--- src/rtl/uart_pkg.sv ---
// Shared types and constants for the 16550-style register block: CSR snapshot,
// register addresses, IIR codes and the FCR receive-threshold decode.
package uart_pkg;

  localparam logic [3:0] ADDR_RBR  = 4'd0;
  localparam logic [3:0] ADDR_IER  = 4'd1;
  localparam logic [3:0] ADDR_IIR  = 4'd2;
  localparam logic [3:0] ADDR_LCR  = 4'd3;
  localparam logic [3:0] ADDR_MCR  = 4'd4;
  localparam logic [3:0] ADDR_LSR  = 4'd5;
  localparam logic [3:0] ADDR_MSR  = 4'd6;
  localparam logic [3:0] ADDR_SCR  = 4'd7;
  localparam logic [3:0] ADDR_DLX  = 4'd8;
  localparam logic [3:0] ADDR_FRAC = 4'd9;

  localparam logic [7:0] IIR_RLS  = 8'h06;
  localparam logic [7:0] IIR_RX   = 8'h04;
  localparam logic [7:0] IIR_THRE = 8'h02;
  localparam logic [7:0] IIR_NONE = 8'h01;

  localparam logic [7:0] LCR_RST  = 8'h03;

  // div is sized for the widest legal divisor; unused upper bits read as zero.
  typedef struct packed {
    logic [23:0] div;
    logic [7:0]  frac;
    logic [7:0]  lcr;
    logic [7:0]  ier;
    logic [7:0]  mcr;
    logic [7:0]  scr;
    logic [3:0]  thresh;
    logic [3:0]  lsr_err;   // {BI, FE, PE, OE}
    logic        thre_pend;
  } csr_t;

  function automatic logic [3:0] thr_decode(input logic [1:0] sel);
    case (sel)
      2'd0:    return 4'd1;
      2'd1:    return 4'd4;
      2'd2:    return 4'd8;
      default: return 4'd14;
    endcase
  endfunction

endpackage

--- src/rtl/uart_baud_gen.sv ---
// Baud tick generator: one-cycle pulse every D cycles (none for D=0); reload restarts the count.
// UART_REGS_FRAC_EN adds a fractional accumulator whose carry stretches the next period by one.
module uart_baud_gen #(
  parameter int DIV_W  = 16,
  parameter int FRAC_W = 4
) (
  input  logic              clk,
  input  logic              rst,
  input  logic              reload_i,
  input  logic [DIV_W-1:0]  div_i,
  input  logic [FRAC_W-1:0] frac_i,
  output logic              baud_o
);

  logic [DIV_W-1:0] cnt_q, cnt_d, target;
  logic             baud_q, baud_d;
  logic             stretch;

`ifdef UART_REGS_FRAC_EN
  logic [FRAC_W-1:0] acc_q, acc_d;
  logic              stretch_q, stretch_d;
  assign stretch = stretch_q;
`else
  logic unused_frac;
  assign unused_frac = ^frac_i;
  assign stretch     = 1'b0;
`endif

  // A stretched period ends one count later than a normal one.
  assign target = stretch ? div_i : div_i - {{(DIV_W-1){1'b0}}, 1'b1};

  always_comb begin
    cnt_d  = cnt_q + {{(DIV_W-1){1'b0}}, 1'b1};
    baud_d = 1'b0;
`ifdef UART_REGS_FRAC_EN
    acc_d     = acc_q;
    stretch_d = stretch_q;
`endif
    if (reload_i) begin
      cnt_d = '0;
`ifdef UART_REGS_FRAC_EN
      acc_d     = '0;
      stretch_d = 1'b0;
`endif
    end else if (div_i == '0) begin
      cnt_d = '0;
    end else if (cnt_q == target) begin
      cnt_d  = '0;
      baud_d = 1'b1;
`ifdef UART_REGS_FRAC_EN
      {stretch_d, acc_d} = {1'b0, acc_q} + {1'b0, frac_i};
`endif
    end
  end

  always_ff @(posedge clk or posedge rst) begin
    if (rst) begin
      cnt_q     <= '0;
      baud_q    <= 1'b0;
`ifdef UART_REGS_FRAC_EN
      acc_q     <= '0;
      stretch_q <= 1'b0;
`endif
    end else begin
      cnt_q     <= cnt_d;
      baud_q    <= baud_d;
`ifdef UART_REGS_FRAC_EN
      acc_q     <= acc_d;
      stretch_q <= stretch_d;
`endif
    end
  end

  assign baud_o = baud_q;

endmodule

--- src/rtl/uart_regs_p.sv ---
// 16550-style UART register file with sticky line status, IIR priority, FCR pulses and baud generator.
// Reads are combinational from addr_i; writes land on the clk edge. UART_REGS_FRAC_EN maps FRAC at addr 9.
module uart_regs_p
  import uart_pkg::*;
#(
  parameter int DIV_W  = 16,
  parameter int FRAC_W = 4
) (
  input  logic       clk,
  input  logic       rst,
  input  logic       wr_i,
  input  logic       rd_i,
  input  logic [3:0] addr_i,
  input  logic [7:0] din_i,
  input  logic       rx_fifo_empty_i,
  input  logic [7:0] rx_fifo_in,
  input  logic [4:0] rx_fifo_count_i,
  input  logic       tx_fifo_empty_i,
  input  logic       tx_idle_i,
  input  logic       rx_oe,
  input  logic       rx_pe,
  input  logic       rx_fe,
  input  logic       rx_bi,
  output logic       tx_push_o,
  output logic       rx_pop_o,
  output logic       baud_out,
  output logic       tx_rst,
  output logic       rx_rst,
  output logic [3:0] rx_fifo_threshold,
  output logic [7:0] dout_o,
  output logic       irq_o,
  output csr_t       csr
);

  localparam logic [23:0] DIV_MASK = 24'((64'd1 << DIV_W) - 64'd1);

  logic [7:0]  lcr_q, lcr_d, ier_q, ier_d, mcr_q, mcr_d, scr_q, scr_d, frac_q, frac_d;
  logic [23:0] div_q, div_d;
  logic [3:0]  thr_q, thr_d, err_q, err_d;
  logic        thre_q, thre_d, txe_q, rx_rst_q, rx_rst_d, tx_rst_q, tx_rst_d, irq_q, irq_d;
  logic        dlab, reload;
  logic [7:0]  lsr, iir;

  assign dlab = lcr_q[7];
  assign lsr  = {|err_q, tx_fifo_empty_i & tx_idle_i, tx_fifo_empty_i, err_q, ~rx_fifo_empty_i};

  always_comb begin
    iir = IIR_NONE;
    if (ier_q[2] && lsr[7])                                iir = IIR_RLS;
    else if (ier_q[0] && (rx_fifo_count_i >= {1'b0, thr_q})) iir = IIR_RX;
    else if (ier_q[1] && thre_q)                           iir = IIR_THRE;
  end

  assign tx_push_o = wr_i && (addr_i == ADDR_RBR) && !dlab;
  assign rx_pop_o  = rd_i && (addr_i == ADDR_RBR) && !dlab && !rx_fifo_empty_i;

  always_comb begin
    lcr_d    = lcr_q;
    ier_d    = ier_q;
    mcr_d    = mcr_q;
    scr_d    = scr_q;
    frac_d   = frac_q;
    div_d    = div_q;
    thr_d    = thr_q;
    rx_rst_d = 1'b0;
    tx_rst_d = 1'b0;
    reload   = 1'b0;
    // A coincident error pulse overrides the read-clear so no event is lost.
    err_d    = (rd_i && addr_i == ADDR_LSR) ? 4'b0 : err_q;
    err_d    = err_d | {rx_bi, rx_fe, rx_pe, rx_oe};
    thre_d   = thre_q;
    if (tx_fifo_empty_i && !txe_q) thre_d = 1'b1;
    if (wr_i) begin
      case (addr_i)
        ADDR_RBR: if (dlab) begin div_d[7:0] = din_i; reload = 1'b1; end
                  else thre_d = 1'b0;
        ADDR_IER: if (dlab) begin div_d[15:8] = din_i; reload = 1'b1; end
                  else begin
                    ier_d = din_i;
                    if (din_i[1] && !ier_q[1] && tx_fifo_empty_i) thre_d = 1'b1;
                  end
        ADDR_IIR: begin
          thr_d    = thr_decode(din_i[7:6]);
          rx_rst_d = din_i[1];
          tx_rst_d = din_i[2];
        end
        ADDR_LCR: lcr_d = din_i;
        ADDR_MCR: mcr_d = din_i;
        ADDR_SCR: scr_d = din_i;
        ADDR_DLX: begin div_d[23:16] = din_i; reload = 1'b1; end
`ifdef UART_REGS_FRAC_EN
        ADDR_FRAC: frac_d = din_i;
`endif
        default: ;
      endcase
    end
    if (rd_i && addr_i == ADDR_IIR && iir == IIR_THRE) thre_d = 1'b0;
    div_d = div_d & DIV_MASK;
    irq_d = ~iir[0];
  end

  always_ff @(posedge clk or posedge rst) begin
    if (rst) begin
      lcr_q    <= LCR_RST;
      ier_q    <= '0;
      mcr_q    <= '0;
      scr_q    <= '0;
      frac_q   <= '0;
      div_q    <= '0;
      thr_q    <= 4'd1;
      err_q    <= '0;
      thre_q   <= 1'b0;
      txe_q    <= 1'b1;
      rx_rst_q <= 1'b0;
      tx_rst_q <= 1'b0;
      irq_q    <= 1'b0;
    end else begin
      lcr_q    <= lcr_d;
      ier_q    <= ier_d;
      mcr_q    <= mcr_d;
      scr_q    <= scr_d;
      frac_q   <= frac_d;
      div_q    <= div_d;
      thr_q    <= thr_d;
      err_q    <= err_d;
      thre_q   <= thre_d;
      txe_q    <= tx_fifo_empty_i;
      rx_rst_q <= rx_rst_d;
      tx_rst_q <= tx_rst_d;
      irq_q    <= irq_d;
    end
  end

  always_comb begin
    dout_o = 8'h00;
    case (addr_i)
      ADDR_RBR:  dout_o = dlab ? div_q[7:0] : rx_fifo_in;
      ADDR_IER:  dout_o = dlab ? div_q[15:8] : ier_q;
      ADDR_IIR:  dout_o = iir;
      ADDR_LCR:  dout_o = lcr_q;
      ADDR_MCR:  dout_o = mcr_q;
      ADDR_LSR:  dout_o = lsr;
      ADDR_SCR:  dout_o = scr_q;
      ADDR_DLX:  dout_o = div_q[23:16];
`ifdef UART_REGS_FRAC_EN
      ADDR_FRAC: dout_o = frac_q;
`endif
      default:   dout_o = 8'h00;
    endcase
  end

  uart_baud_gen #(.DIV_W(DIV_W), .FRAC_W(FRAC_W)) u_baud (
    .clk      (clk),
    .rst      (rst),
    .reload_i (reload),
    .div_i    (div_q[DIV_W-1:0]),
    .frac_i   (frac_q[FRAC_W-1:0]),
    .baud_o   (baud_out)
  );

  assign tx_rst            = tx_rst_q;
  assign rx_rst            = rx_rst_q;
  assign irq_o             = irq_q;
  assign rx_fifo_threshold = thr_q;
  assign csr = '{div: div_q, frac: frac_q, lcr: lcr_q, ier: ier_q, mcr: mcr_q, scr: scr_q,
                 thresh: thr_q, lsr_err: err_q, thre_pend: thre_q};

endmodule

--- config.mk ---
export PLATFORM = sky130hd
export DESIGN_NAME = uart_regs_p
export DESIGN_NICKNAME = d
export VERILOG_FILES = /design/src/rtl/uart_pkg.sv /design/src/rtl/uart_baud_gen.sv /design/src/rtl/uart_regs_p.sv
export SDC_FILE = /design/constraint.sdc
export NUM_CORES = 1
export LEC_CHECK = 0
export ABC_AREA = 0
export BUFFER_PORTS_ARGS = -buffer_cell sky130_fd_sc_hd__buf_4
export CORE_MARGIN = 4
export CORE_UTILIZATION = 57
export DETAILED_ROUTE_END_ITERATION = 7
export HOLD_SLACK_MARGIN = 0.02
export PLACE_DENSITY_LB_ADDON = 0.25
export SETUP_SLACK_MARGIN = 0.3
export SYNTH_ARGS = -nofsm -noshare
export SYNTH_HDL_FRONTEND = slang
export SYNTH_SLANG_ARGS = --single-unit
--- constraint.sdc ---
create_clock -name clk -period 3.6 [get_ports clk]
set_input_delay 0 -clock clk [delete_from_list [all_inputs] [get_ports clk]]
set_output_delay 0 -clock clk [all_outputs]
set_load 0.005 [all_outputs]
==> run summary <==
Synth unique cells -> 59
Number of global-route vias before repair -> 3814
Grt ovf -> 0
RR Startpoint -> div_q[0]$_DFFE_PP0P_
Mapped Area -> 4530 um^2
CTS buffer count -> 9
Initial antenna violation count -> 0
Critical-path cell list -> ha_1, nand2b_1, a21o_1, a21o_1, a211o_1, a22oi_1, o2111ai_1, buf_4
Worst path slowest cell -> dfstp_2
1st-iter DRT viols -> 244
R2R cell count -> 7
Post-synth EDFFs -> 0
Routed via count -> 3798
# port buffers -> 110
Layout cells sized above 1 -> 38.3%
Post-synthesis async set-or-reset flop share -> 100%
IO Pins -> 127
Pre-antenna DRT Iters -> 5
Antenna Nets Post-Route -> 0
DPL Wire Length -> 9.52 mm
Worst min path class -> input port to flop
YS warnings -> 0
Static leakage -> 2.68 nW
Crit end category -> output pin
Crit path from -> rx_fifo_threshold[0]$_DFFE_PP1P_
Via density -> 5.82
Setup violations, final -> 0
Area Overhead vs Synth -> 26.3%
Die area -> 9440 um^2
Reg2Reg Setup Slack -> 990 ps
Fin crit share -> 75.2%
Peak VDD IR -> 0.000363 V
Ys flop type -> dfrtp_1
# fillers -> 537
Fin Setup TNS -> 0 ps
Capturing point of the worst reg2reg path -> u_baud.baud_o$_DFF_PP0_
Met1 Wirelength -> 5.04 mm
CTS tree -> yes
Pwr dens -> 523 nW/um^2
DR WL met2 -> 6.60 mm
Met3 routed WL -> 1.14 mm
Worst-Skew Late Latency -> 350 ps
Crit path capture -> dout_o[2]
Synthesized area per cell -> 10.7 um^2
Dpl ws -> 1060 ps
Crit path top cell by count -> a21o_1
Ant. Diodes -> 0
CTS Sinks -> 78
Crit-path max FO -> 4
Largest net degree at the start of global routing -> 41
Most frequent cells in the layout -> buf_4 (116), dfrtp_1 (74), nand2_1 (55)
Post-Route Skew -> 10.5 ps
Die width -> 97.2 um
Final Hold Fails -> 0
RSZ-0062 raised after global routing -> no
Status -> finished, final reports clean
Fin nets -> 588
Post-Syn Instances -> 425
Placer congestion estimate -> 0.918
Crit Path Class -> flop to output pin
Die height -> 97.2 um
Highest routed layer -> met4
FMAX -> 369 MHz
Signal arrival time at the worst endpoint -> 2710 ps
Final min period -> 2710 ps
Worst-Margin Slew -> 1060 ps
Total GRT Usage -> 27.9%
Crit-path max cell delay -> 570 ps
Seq cells post-synth -> 78
Post-synthesis sequential area ratio -> 43.2%
Worst EP required -> 3600 ps
Clk buf depth -> 2
Max_cap viols -> 0
Global-route wire length before repair -> 21.1 mm
Starting Density -> 58.6%
Final setup margin -> 893 ps
Worst hold slack -> 110 ps
Final wirelength -> 13.1 mm
Clock Pin Slew Worst Setup and Hold Paths -> 80 ps
Fin. max-slew vios -> 0
Post-CTS resize count -> 0
Core Area -> 7730 um^2
Commonest non-fill, non-tap cell in the layout -> buf_4
Max_slew headroom -> 29.4%
Root buf cell -> clkbuf_8
H-Tree Depth -> 3
Crit start category -> flop
# rows -> 32
# DRC -> 0
Post-DR wirelength/cell -> 20.0 um
-- cell families (layout without fill, tap and decap cells) --
group	Yosys count	in the layout	share of synthesized area, %
xor gates and xnor gates	32	32	6.19
DFF	78	78	43.2
buffers and inverters	50	161	6.49
AOI/OAI and AO/OA	50	50	9.06
and+or+nand+nor	153	153	17.8
other	1	16	0.0828
adders and majority gates	6	6	1.66
muxes	55	55	15.5
-- how the worst min path moves through the flow --
stage          slack [ps]  depth (start not counted)            start                to
4_1_cts                80                          3        addr_i[2]  tx_rst$_DFF_PP0_
5_1_grt               110                          3        addr_i[2]  tx_rst$_DFF_PP0_
3_3_place_gp          150                          1  tx_fifo_empty_i   txe_q$_DFF_PP1_
3_5_place_dp          150                          1  tx_fifo_empty_i   txe_q$_DFF_PP1_
2_1_floorplan           4                          0  tx_fifo_empty_i   txe_q$_DFF_PP1_
6_report              110                          3        addr_i[2]  tx_rst$_DFF_PP0_
-- where the power goes --
group	internal (W)	total [W]	switching (W)	leakage (nW)
combinational	0.000535	0.000946	0.000411	1.61
sequential	0.00105	0.00132	0.000273	0.961
clock	0.000390	0.000719	0.000329	0.106
total	0.00198	0.00299	0.00101	2.68
-- metrics by stage --
stage / area [um^2] / cells / power, W / utilization, %
3_5_place_dp: 5340 / 620 / 0.00225 / 69.1
6_report: 5720 / 653 / 0.00299 / 74.0
4_1_cts: 5720 / 653 / 0.00299 / 74.0
2_1_floorplan: 4590 / 440 / 0.00182 / -
3_3_place_gp: 5340 / 620 / 0.00222 / 69.1
5_1_grt: 5720 / 653 / 0.00316 / 74.0
-- final cells by class --
class                           instances  area, um^2  area share [%]
Clock buffer                           10         128            2.23
Clock inverter                          6        86.3            1.51
Inverter                               12        45.0           0.787
Multi-Input combinational cell        312        2340            40.8
Sequential cell                        78        1960            34.2
Tap cell                              102         128            2.23
Timing Repair Buffer                  133        1040            18.2
-- Yosys cell counts (3+ instances only) --
cell      count  area [um^2]
dfrtp_1      74         1850
nand2_1      55          206
mux2_2       48          541
nor2_1       22         82.6
buf_4        21          158
nand3_1      20          100
xnor2_1      18          158
xor2_1       14          123
inv_1        12         45.0
nor2_2       10         62.6
and3_1        9         56.3
clkbuf_1      9         33.8
a21o_1        7         52.6
a222oi_1      7         70.1
nor3_1        7         35.0
o21ai_0       7         35.0
a21oi_1       6         30.0
ha_1          6         75.1
mux4_2        6          135
and4_1        5         43.8
dfstp_2       4          105
and2_1        3         18.8
buf_1         3         11.3
nor3b_1       3         22.5
nor4_1        3         18.8
-- registers in the layout (all words and copies together), names as in the netlist --
signal	cells
div_q	16
err_q	4
ier_q	8
irq_o	1
lcr_q	8
mcr_q	8
rx_fifo_threshold	4
rx_rst	1
scr_q	8
thre_q	1
tx_rst	1
txe_q	1
u_baud.baud_o	1
u_baud.cnt_q	16
-- routing by layer --
layer  vias to the layer above  global-route usage [%]
met5                         -                       0
met3                        26                    6.39
met4                         0                    9.50
met1                      1829                    34.6
met2                       198                    47.9
li1                       1745                       -
-- worst max-delay path, delay by kind of cell (launching register included) --
| kind | cells | cell delay [ps] |
|---|---|---|
| AO/OA/AOI/OAI | 5 | 1220 |
| flip-flops | 1 | 570 |
| adder cells (fa/ha/maj) | 1 | 230 |
| buffers and inverters | 1 | 180 |
| AND/OR/NAND/NOR | 1 | 150 |
-- timing repair --
action,4_1_cts,5_1_grt
setup buffers,0,0
endpoints found under the hold margin,99,0
hold buffers,17,0
Power figures use the tool's default switching activity.
